===== config.mk =====
export PLATFORM = sky130hd
export DESIGN_NAME = vector_mem_responder_flat
export DESIGN_NICKNAME = d
export VERILOG_FILES = /design/src/rtl/vector_mem_responder_if.sv /design/src/rtl/vector_mem_responder.sv /design/src/flat_wrapper.sv
export SDC_FILE = /design/constraint.sdc
export NUM_CORES = 2
export LEC_CHECK = 0
export BUFFER_PORTS_ARGS = -buffer_cell sky130_fd_sc_hd__clkbuf_2
export CAP_MARGIN = 20
export CORE_ASPECT_RATIO = 0.9
export CORE_MARGIN = 10
export CORE_UTILIZATION = 65
export CTS_CLUSTER_DIAMETER = 80
export DETAILED_ROUTE_END_ITERATION = 16
export PLACE_DENSITY_LB_ADDON = 0.08
export SLEW_MARGIN = 25
export SYNTH_ARGS = -nofsm -noshare
export SYNTH_HDL_FRONTEND = slang
export SYNTH_SLANG_ARGS = --single-unit

===== constraint.sdc =====
create_clock -name clk -period 11.95 [get_ports clk]
set_input_delay 0 -clock clk [delete_from_list [all_inputs] [get_ports clk]]
set_output_delay 0 -clock clk [all_outputs]
set_load 0.02 [all_outputs]

===== src/rtl/vector_mem_responder_if.sv =====
// Request/response channel between the processor memory stage (master) and the vector memory responder (slave).
interface vector_mem_responder_if #(
   parameter int registerSize = 8,
   parameter int vectorSize   = 4
);
   logic                                   req_valid;
   logic                                   req_ready;
   logic                                   req_write;
   logic                                   req_scalar;
   logic [15:0]                            req_addr;
   logic [vectorSize-1:0][registerSize-1:0] req_wdata;
   logic                                   rsp_valid;
   logic                                   rsp_ready;
   logic                                   rsp_write;
   logic [vectorSize-1:0][registerSize-1:0] rsp_rdata;

   modport master (
      output req_valid, req_write, req_scalar, req_addr, req_wdata, rsp_ready,
      input  req_ready, rsp_valid, rsp_write, rsp_rdata
   );

   modport slave (
      input  req_valid, req_write, req_scalar, req_addr, req_wdata, rsp_ready,
      output req_ready, rsp_valid, rsp_write, rsp_rdata
   );
endinterface


===== src/rtl/vector_mem_responder.sv =====
// Vector memory responder: serializes one load/store request onto a byte-lane RAM, one lane per cycle,
// then presents the load vector (or store ack) until the requester takes it.
//
// state | meaning
// IDLE  | waiting for a request, req_ready high
// READ  | reading one lane per cycle into the response register
// WRITE | writing one lane per cycle from the latched store data
// RESP  | response held on the bus until rsp_ready
module vector_mem_responder #(
   parameter int registerSize = 8,
   parameter int vectorSize   = 4,
   parameter int addrBits     = 8
) (
   input  logic clk,
   input  logic rst,
   vector_mem_responder_if.slave mem_if,
   output logic busy
);
   localparam int CNT_W = (vectorSize > 1) ? $clog2(vectorSize) : 1;
   localparam int DEPTH = 2 ** addrBits;

   typedef logic [vectorSize-1:0][registerSize-1:0] vec_t;
   typedef enum logic [1:0] {IDLE, READ, WRITE, RESP} state_t;

   state_t                  state, state_nxt;
   logic [CNT_W-1:0]        lane_cnt;
   logic                    wr_q, scalar_q, rsp_write_q;
   logic [addrBits-1:0]     addr_q, lane_addr;
   vec_t                    wdata_q, rdata_q;
   logic [registerSize-1:0] ram [DEPTH];
   logic                    accept, last_lane;

   assign accept    = (state == IDLE) && mem_if.req_valid;
   assign last_lane = scalar_q || (lane_cnt == CNT_W'(vectorSize - 1));
   // Lane addresses wrap within the RAM depth; address bits above addrBits were dropped at latch time.
   assign lane_addr = addr_q + addrBits'(lane_cnt);

   always_comb begin
      state_nxt        = state;
      mem_if.req_ready = 1'b0;
      mem_if.rsp_valid = 1'b0;
      mem_if.rsp_write = rsp_write_q;
      mem_if.rsp_rdata = rdata_q;
      busy             = 1'b1;
      case (state)
         IDLE: begin
            mem_if.req_ready = 1'b1;
            busy             = 1'b0;
            if (mem_if.req_valid) state_nxt = mem_if.req_write ? WRITE : READ;
         end
         READ, WRITE: begin
            if (last_lane) state_nxt = RESP;
         end
         RESP: begin
            mem_if.rsp_valid = 1'b1;
            if (mem_if.rsp_ready) state_nxt = IDLE;
         end
         default: state_nxt = IDLE;
      endcase
   end

   always_ff @(posedge clk or posedge rst) begin
      if (rst) begin
         state       <= IDLE;
         lane_cnt    <= '0;
         wr_q        <= 1'b0;
         scalar_q    <= 1'b0;
         addr_q      <= '0;
         wdata_q     <= '0;
         rdata_q     <= '0;
         rsp_write_q <= 1'b0;
      end else begin
         state <= state_nxt;
         if (accept) begin
            wr_q        <= mem_if.req_write;
            scalar_q    <= mem_if.req_scalar;
            addr_q      <= mem_if.req_addr[addrBits-1:0];
            wdata_q     <= mem_if.req_wdata;
            lane_cnt    <= '0;
            rdata_q     <= '0;
            rsp_write_q <= mem_if.req_write;
         end else if (state == READ || state == WRITE) begin
            lane_cnt <= last_lane ? '0 : lane_cnt + CNT_W'(1);
            if (state == READ) rdata_q[lane_cnt] <= ram[lane_addr];
         end
      end
   end

   // Storage is deliberately left out of reset: lanes written before a reset survive it.
   always_ff @(posedge clk) begin
      if (state == WRITE) ram[lane_addr] <= wdata_q[lane_cnt];
   end

   logic unused_ok;
   assign unused_ok = &{1'b0, wr_q, mem_if.req_addr[15:addrBits]};
endmodule

===== src/flat_wrapper.sv =====
// flat-port wrapper written by rule: the top's interface ports become plain ports
module vector_mem_responder_flat 
#(
   parameter int registerSize = 8,
   parameter int vectorSize   = 4,
   parameter int addrBits     = 8
)
  (clk, rst, busy, mem_if_req_valid, mem_if_req_write, mem_if_req_scalar, mem_if_req_addr, mem_if_req_wdata, mem_if_rsp_ready, mem_if_req_ready, mem_if_rsp_valid, mem_if_rsp_write, mem_if_rsp_rdata);
  vector_mem_responder_if #(.registerSize(registerSize), .vectorSize(vectorSize)) mem_if_i ();
  input  logic clk;
  input  logic rst;
  output logic busy;
  input wire logic [$bits(mem_if_i.req_valid)-1:0] mem_if_req_valid;
  input wire logic [$bits(mem_if_i.req_write)-1:0] mem_if_req_write;
  input wire logic [$bits(mem_if_i.req_scalar)-1:0] mem_if_req_scalar;
  input wire logic [$bits(mem_if_i.req_addr)-1:0] mem_if_req_addr;
  input wire logic [$bits(mem_if_i.req_wdata)-1:0] mem_if_req_wdata;
  input wire logic [$bits(mem_if_i.rsp_ready)-1:0] mem_if_rsp_ready;
  output wire logic [$bits(mem_if_i.req_ready)-1:0] mem_if_req_ready;
  output wire logic [$bits(mem_if_i.rsp_valid)-1:0] mem_if_rsp_valid;
  output wire logic [$bits(mem_if_i.rsp_write)-1:0] mem_if_rsp_write;
  output wire logic [$bits(mem_if_i.rsp_rdata)-1:0] mem_if_rsp_rdata;
  assign mem_if_i.req_valid = mem_if_req_valid;
  assign mem_if_i.req_write = mem_if_req_write;
  assign mem_if_i.req_scalar = mem_if_req_scalar;
  assign mem_if_i.req_addr = mem_if_req_addr;
  assign mem_if_i.req_wdata = mem_if_req_wdata;
  assign mem_if_i.rsp_ready = mem_if_rsp_ready;
  assign mem_if_req_ready = mem_if_i.req_ready;
  assign mem_if_rsp_valid = mem_if_i.rsp_valid;
  assign mem_if_rsp_write = mem_if_i.rsp_write;
  assign mem_if_rsp_rdata = mem_if_i.rsp_rdata;
  vector_mem_responder #(.registerSize(registerSize), .vectorSize(vectorSize), .addrBits(addrBits)) u_core (.clk(clk), .rst(rst), .mem_if(mem_if_i), .busy(busy));
endmodule

## Word level (Yosys, flattened, before mapping)

Memory sizes are Yosys's and may differ from the RTL's.
Index checks and enable logic that the tools add are counted.

- Register bits after elaboration: 78
- Bits in writable memories: 2048
- Bits of input ports: 54
- Output and inout bits: 36
- Memories kept: 1

Memory list:

| name | words | width | rd ports | clocked after Yosys merged registers in | wr ports | line | RTL |
|---|---|---|---|---|---|---|---|
| u_core.ram | 256 | 8 | 1 | 0 | 1 | vector_mem_responder.sv:30 | `logic [registerSize-1:0] ram [DEPTH];` |

- Add/sub/neg operators: 2
- $lt $le $gt $ge: 2
- Eq/ne operators: 7
- Muxes and demuxes: 21
- Reduce and logical (&&, ||, !) cells: 10

Operators by type and width:

| cell | count |
|---|---|
| $mux 32 | 3 |
| $bwmux 32 | 1 |
| $bmux 8 s2 | 1 |
| $demux 8 s2 | 1 |
| $mux 8 | 2 |
| $mux 2 | 7 |
| $add 8x2->8 | 1 |
| $eq 2x2->1 const B | 3 |
| $pmux 2 s3 | 1 |
| $mux 1 | 5 |
| $ne 2x2->1 const B | 2 |
| $reduce_bool 2->1 | 2 |
| $lt 2x3->1 const B | 1 |
| $reduce_and 3->1 | 1 |
| $add 2x1->2 const B | 1 |
| $eq 2x1->1 const B | 1 |
| $ge 2x1->1 const B | 1 |
| $logic_and 1x1->1 | 2 |
| $logic_not 2->1 | 1 |
| $logic_or 1x1->1 | 2 |
| $ne 2x1->1 const B | 1 |
| $reduce_and 2->1 | 1 |
| $reduce_or 2->1 | 1 |

## Longest topological paths before layout

- Depth after elaboration: 8
- Gate-level depth with buffers: 15
- Gate-level depth less buffers: 9

## Worst setup path before layout

OpenSTA, ideal clock, no wires.

- Kind: reg-to-reg
- Start: reg u_core.lane_cnt[0]
- End: mem u_core.ram[104][0] (enable)
- Data arrival time: 3416 ps
- Data required time: 11580 ps
- Setup slack: 8164 ps
- Cell stages (with the launch flop): 14
- Path buffers: 6
- Clock period less this slack: 3786 ps
- Path through: dfrtp_1 -> ha_1 -> fa_1 -> buf_2 -> xnor2_2 -> buf_4 -> buf_2 -> buf_1 -> clkbuf_1 -> nand2_1 -> nor2_1 -> nand2_1 -> clkbuf_1 -> nor2_1

- Word-level cells in the longest chain between the ends: 1

Ends and longest elaborated chain:

| element | line | RTL |
|---|---|---|
| from (decl) | vector_mem_responder.sv:26 | `logic [CNT_W-1:0] lane_cnt;` |
| from (signal assigned) | vector_mem_responder.sv:83 | `lane_cnt <= last_lane ? '0 : lane_cnt + CNT_W'(1);` |
| $add 8x2->8 | vector_mem_responder.sv:36 | `assign lane_addr = addr_q + addrBits'(lane_cnt);` |
| to (decl) | vector_mem_responder.sv:30 |  |

No other way between the ends.

## Worst setup path in the final report

- Start: reg u_core.lane_cnt[0]
- End: reg u_core.rdata_q, in the netlist u_core.mem_if.rsp_rdata[22]

- Word-level cells in the longest chain between the ends: 8
- Elaborated cells between the ends (all ways): 11
- Classes of those cells: add/sub (1); order compare (2); mux (6); reduce/logical (1); memory (1)

Ends and longest elaborated chain:

| element | line | RTL |
|---|---|---|
| branches (longest 4 deep; another with $add 8x2->8) | - |  |
| $bwmux 32 * | vector_mem_responder.sv:84 | `if (state == READ) rdata_q[lane_cnt] <= ram[lane_addr];` |
| $mux 32 * | vector_mem_responder.sv:84 |  |
| $mux 32 * | vector_mem_responder.sv:82 | `end else if (state == READ \|\| state == WRITE) begin` |
| $mux 32 * | vector_mem_responder.sv:74 | `if (accept) begin` |
| to (signal, indexed assignment) | vector_mem_responder.sv:84 |  |
| to (decl) | vector_mem_responder.sv:29 | `vec_t wdata_q, rdata_q;` |

Mark *: on every way between the ends. The select of a mux whose other input is x is not followed.
A chain may end at the register's enable or synchronous reset.

==> results_dict.tcl <==
set metrics [dict create \
    h-tree-depth 4 \
    crit_arrival_ps 7400 \
    final_layout_size_suffix_gt1_share_pct 23.43 \
    grt_max_degree 196 \
    post-layout-total-power_w 0.02799 \
    maxSlewViolCount 0 \
    routabilityCongestion 0.8162 \
    clk_latency_ps 820 \
    ys_ff_latch 2126 \
    count_of_flip_flops_with_a_built_in_enable_after_synthesis 2048 \
    floorplan.die_area_um2 143300 \
    netlist_cell_types 81 \
    synth_top_area_share_pct 73.63 \
    slew-limit-headroom_pct 25.13 \
    vias 42290 \
    clock_skew_ps 23.92 \
    drt-pass1-iter-count 7 \
    run_status "finished with violations" \
    p_comb_share_pct 41.3 \
    grt_first_pass_wirelength_mm 302.0 \
    cts.root.buffer_cell "sky130_fd_sc_hd__clkbuf_16" \
    wl_per_cell_um 33.58 \
    cts_repair_resize_count 0 \
    ir_worst_vdd_mv 0.3575 \
    detailedPlacementHpwl_mm 114.0 \
    seq_area_frac_synth_pct 75.97 \
    area_used_by_sequential_logic_in_the_layout_um2 63450 \
    crit_fanout 118 \
    y_dimension_of_the_die_um 360.1 \
    net_switching_w 0.01004 \
    setup_total_negative_slack_ps 0 \
    clock.fmax_mhz 149.3 \
    power_leakage_nw 29.72 \
    setup.worst_path.start_class "flip-flop" \
    sum_of_overflow_across_all_layers_after_global_routing 0 \
    timing.final.hold_violations 14 \
    share_clk_of_total_power_pct 21.9 \
    first_global_vias 42260 \
    dr_wl_met3_mm 21.41 \
    drc 0 \
    die_width_um 397.9 \
    initialDrtViolationCount 5520 \
    std_cell_rows 124 \
    sum_of_routed_wire_length_over_all_layers_mm 206.3 \
    path_clk_slew_ps 70 \
    critical_path.reg2reg.startpoint "u_core.lane_cnt[0]" \
    path_buf_inv 2 \
    internal_power_w 0.01796 \
    top_level_ports 90 \
    fin_crit_ps 6700 \
    synth_area_um2 83520 \
    violations "negative hold slack" \
    synth.avg_cell_area_um2 20.90 \
    timing.critical_path.cells "ha_4, fa_4, buf_12, buf_4, mux4_2, mux4_2, nor2_1, nor4_1, o2111ai_1, o31ai_1" \
    timing.critical_path.to_type "flip-flop" \
    cts_setup_buffers 0 \
    wire_length_the_detailed_router_placed_on_met1_mm 80.11 \
    cts_tree "built" \
    net_count_synth 4061 \
    critical_path.reg2reg.endpoint "u_core.mem_if.rsp_rdata[22]" \
    nNetsFinal 4347 \
    ff2ff_path_depth 10 \
    cts.sinks 2126 \
    initial_utilization_pct 65.57 \
    antenna_found_initial 7 \
    route.antenna.remaining_nets 0 \
    filler_cell_count 7147 \
    drv.max_cap_violation_count 0 \
    max-clock-path-buffers 3 \
    multiInputGateArea_um2 18590 \
    rsz0062_at_grt "no" \
    worst_path_dominant_cell_family "adder cells" \
    worst_path_max_delay_cell "sky130_fd_sc_hd__fa_4" \
    holdWs_ps -27.49 \
    yosys_warnings 0 \
    io_buffer_count 81 \
    power_density_nw_per_um2 300.1 \
    criticalPathCategory "flip-flop to flip-flop" \
    synth_top_cells_by_area "sky130_fd_sc_hd__edfxtp_1 74%, sky130_fd_sc_hd__mux4_2 15%, sky130_fd_sc_hd__dfrtp_1 2.3%" \
    layout-area-overhead-vs-synth_pct 11.68 \
    switching_power_share_of_the_total_pct 35.85 \
    async_flop_share_pct 3.669 \
    timing.final.setup_violations 0 \
    post-synth-top-area-cell "sky130_fd_sc_hd__edfxtp_1" \
    worst_pin_slew_ps 1119 \
    post_drt_via_cell_ratio 6.886 \
    seqPwrFrac_pct 36.8 \
    syn-instance-count 3996 \
    maxUsedRoutingLayer "met5" \
    period_share_pct 56.07 \
    synth_top_flop_cell "sky130_fd_sc_hd__edfxtp_1" \
    cp_slowest_stage_delay_ps 1210 \
    floorplan.core_area_um2 127400 \
    final_core_utilization_pct 73.23 \
    cts_made_buffers 197 \
    detailroute.wirelength.met2_mm 98.16 \
    worst_hold_path_type "input pin to async pin" \
    groute.usage.overall_pct 29.06 \
    r2r_slack_ps 5250 \
    crit_top_cell "sky130_fd_sc_hd__mux4_2" \
    hold_buffer_count_at_cts 172 \
    worstPathRequired_ps 12650 \
]
-- stage by stage --
stage	setup slack, ps	area, um^2	std cells
after floorplan	8164	83520	3996
after global placement	5534	85260	5610
after detailed placement	5501	85280	5610
after CTS	5489	93210	6138
after global routing	5014	93280	6141
final	5250	93280	6142
-- layout make-up --
class	count	share of cell area [%]
timing repair buffer	330	3.057
clock buffer	255	5.709
multi-input combinational	1615	19.93
tap	1701	2.282
inverter	12	0.04963
antenna	2	0.005365
sequential	2126	68.02
clock inverter	101	0.9456
-- cells in the mapped netlist, types with 6 or more instances --
cell	instances
sky130_fd_sc_hd__clkbuf_1	87
sky130_fd_sc_hd__ha_1	10
sky130_fd_sc_hd__edfxtp_1	2048
sky130_fd_sc_hd__a21oi_1	30
sky130_fd_sc_hd__o21ai_1	6
sky130_fd_sc_hd__nand2_1	328
sky130_fd_sc_hd__a32oi_1	14
sky130_fd_sc_hd__or3_1	6
sky130_fd_sc_hd__nor2_1	298
sky130_fd_sc_hd__and3_1	11
sky130_fd_sc_hd__a31oi_1	9
sky130_fd_sc_hd__buf_6	29
sky130_fd_sc_hd__nand4_1	10
sky130_fd_sc_hd__a2111oi_0	13
sky130_fd_sc_hd__buf_4	38
sky130_fd_sc_hd__mux2i_1	36
sky130_fd_sc_hd__buf_1	15
sky130_fd_sc_hd__buf_8	12
sky130_fd_sc_hd__o21ai_0	8
sky130_fd_sc_hd__mux4_2	557
sky130_fd_sc_hd__mux4_1	17
sky130_fd_sc_hd__nor4_1	12
sky130_fd_sc_hd__o22ai_1	23
sky130_fd_sc_hd__a211oi_1	13
sky130_fd_sc_hd__o22a_1	6
sky130_fd_sc_hd__a21o_1	6
sky130_fd_sc_hd__a22oi_1	8
sky130_fd_sc_hd__nor3_1	7
sky130_fd_sc_hd__dfrtp_1	78
sky130_fd_sc_hd__buf_2	55
sky130_fd_sc_hd__o31ai_1	20
sky130_fd_sc_hd__o41ai_1	12
sky130_fd_sc_hd__and2_1	13
sky130_fd_sc_hd__inv_1	11
sky130_fd_sc_hd__nand3_1	48
-- flip-flops by register name, indices dropped and copies added, names as in the netlist --
signal                   count
u_core.state                 2
u_core.wdata_q              32
u_core.mem_if.rsp_write      1
u_core.lane_cnt              2
u_core.scalar_q              1
u_core.addr_q                8
u_core.mem_if.rsp_rdata     32
u_core.ram                2048
-- worst reg2reg max path, cell delays in order, from the launching register on --
cell                        delay [ps]
sky130_fd_sc_hd__dfrtp_1           670
sky130_fd_sc_hd__ha_4              350
sky130_fd_sc_hd__fa_4             1220
sky130_fd_sc_hd__buf_12            590
sky130_fd_sc_hd__buf_4             940
sky130_fd_sc_hd__mux4_2            430
sky130_fd_sc_hd__mux4_2            280
sky130_fd_sc_hd__nor2_1            100
sky130_fd_sc_hd__nor4_1            800
sky130_fd_sc_hd__o2111ai_1         690
sky130_fd_sc_hd__o31ai_1           520
-- cell families after synthesis --
logic type	count (synthesis)	synth area share, %
AOI/OAI and AO/OA	215	1.940
DFF	2126	75.97
adders and majority gates	11	0.1738
and+or+nand+nor	772	3.881
muxes	615	16.05
buffers and inverters	255	1.932
xor gates and xnor gates	2	0.05244
-- cells in the final DEF (no fill, tap or decap), types with 8 or more instances in the layout --
cell type,netlist,routed
sky130_fd_sc_hd__a2111oi_0,13,9
sky130_fd_sc_hd__a211oi_1,13,13
sky130_fd_sc_hd__a21oi_1,30,30
sky130_fd_sc_hd__a22oi_1,8,8
sky130_fd_sc_hd__a31oi_1,9,9
sky130_fd_sc_hd__a32oi_1,14,14
sky130_fd_sc_hd__and2_1,13,13
sky130_fd_sc_hd__and3_1,11,11
sky130_fd_sc_hd__buf_12,5,8
sky130_fd_sc_hd__buf_4,38,61
sky130_fd_sc_hd__bufinv_16,0,15
sky130_fd_sc_hd__clkbuf_1,87,47
sky130_fd_sc_hd__clkbuf_16,0,203
sky130_fd_sc_hd__clkbuf_2,1,81
sky130_fd_sc_hd__clkinv_1,1,36
sky130_fd_sc_hd__clkinv_2,0,38
sky130_fd_sc_hd__dfrtp_1,78,78
sky130_fd_sc_hd__dlygate4sd3_1,0,172
sky130_fd_sc_hd__edfxtp_1,2048,2048
sky130_fd_sc_hd__ha_1,10,9
sky130_fd_sc_hd__inv_1,11,10
sky130_fd_sc_hd__mux2i_1,36,36
sky130_fd_sc_hd__mux4_1,17,17
sky130_fd_sc_hd__mux4_2,557,549
sky130_fd_sc_hd__mux4_4,0,8
sky130_fd_sc_hd__nand2_1,328,312
sky130_fd_sc_hd__nand2_2,0,13
sky130_fd_sc_hd__nand3_1,48,48
sky130_fd_sc_hd__nand4_1,10,10
sky130_fd_sc_hd__nor2_1,298,297
sky130_fd_sc_hd__nor4_1,12,12
sky130_fd_sc_hd__o21ai_0,8,8
sky130_fd_sc_hd__o22ai_1,23,23
sky130_fd_sc_hd__o31ai_1,20,20
sky130_fd_sc_hd__o41ai_1,12,12
-- worst max path at each step --
stage	start	end	slack (ps)	depth (start not counted)
floorplan	u_core.lane_cnt[0]	u_core.ram[104][0]	8160	13
global placement	u_core.lane_cnt[0]	u_core.mem_if.rsp_rdata[14]	5530	11
detailed placement	u_core.lane_cnt[0]	u_core.mem_if.rsp_rdata[22]	5500	11
CTS	u_core.lane_cnt[0]	u_core.mem_if.rsp_rdata[22]	5490	11
global route	u_core.lane_cnt[0]	u_core.mem_if.rsp_rdata[22]	5010	10
finish	u_core.lane_cnt[0]	u_core.mem_if.rsp_rdata[22]	5250	10
-- routing by layer --
metal,track usage [%],vias up
li1,-,17040
met1,42.49,22250
met2,44.30,2604
met3,6.651,395
met4,9.112,4
met5,0,-
-- power by group through the flow --
stage	logic, W	registers [W]	clock network, W
floorplan	0.00761	0.0106	0
global placement	0.0111	0.0104	0
detailed placement	0.0113	0.0105	0
CTS	0.0115	0.0103	0.00616
global route	0.0122	0.0103	0.00647
finish	0.0116	0.0103	0.00612
Note: power is estimated with default switching activity, not from simulation.
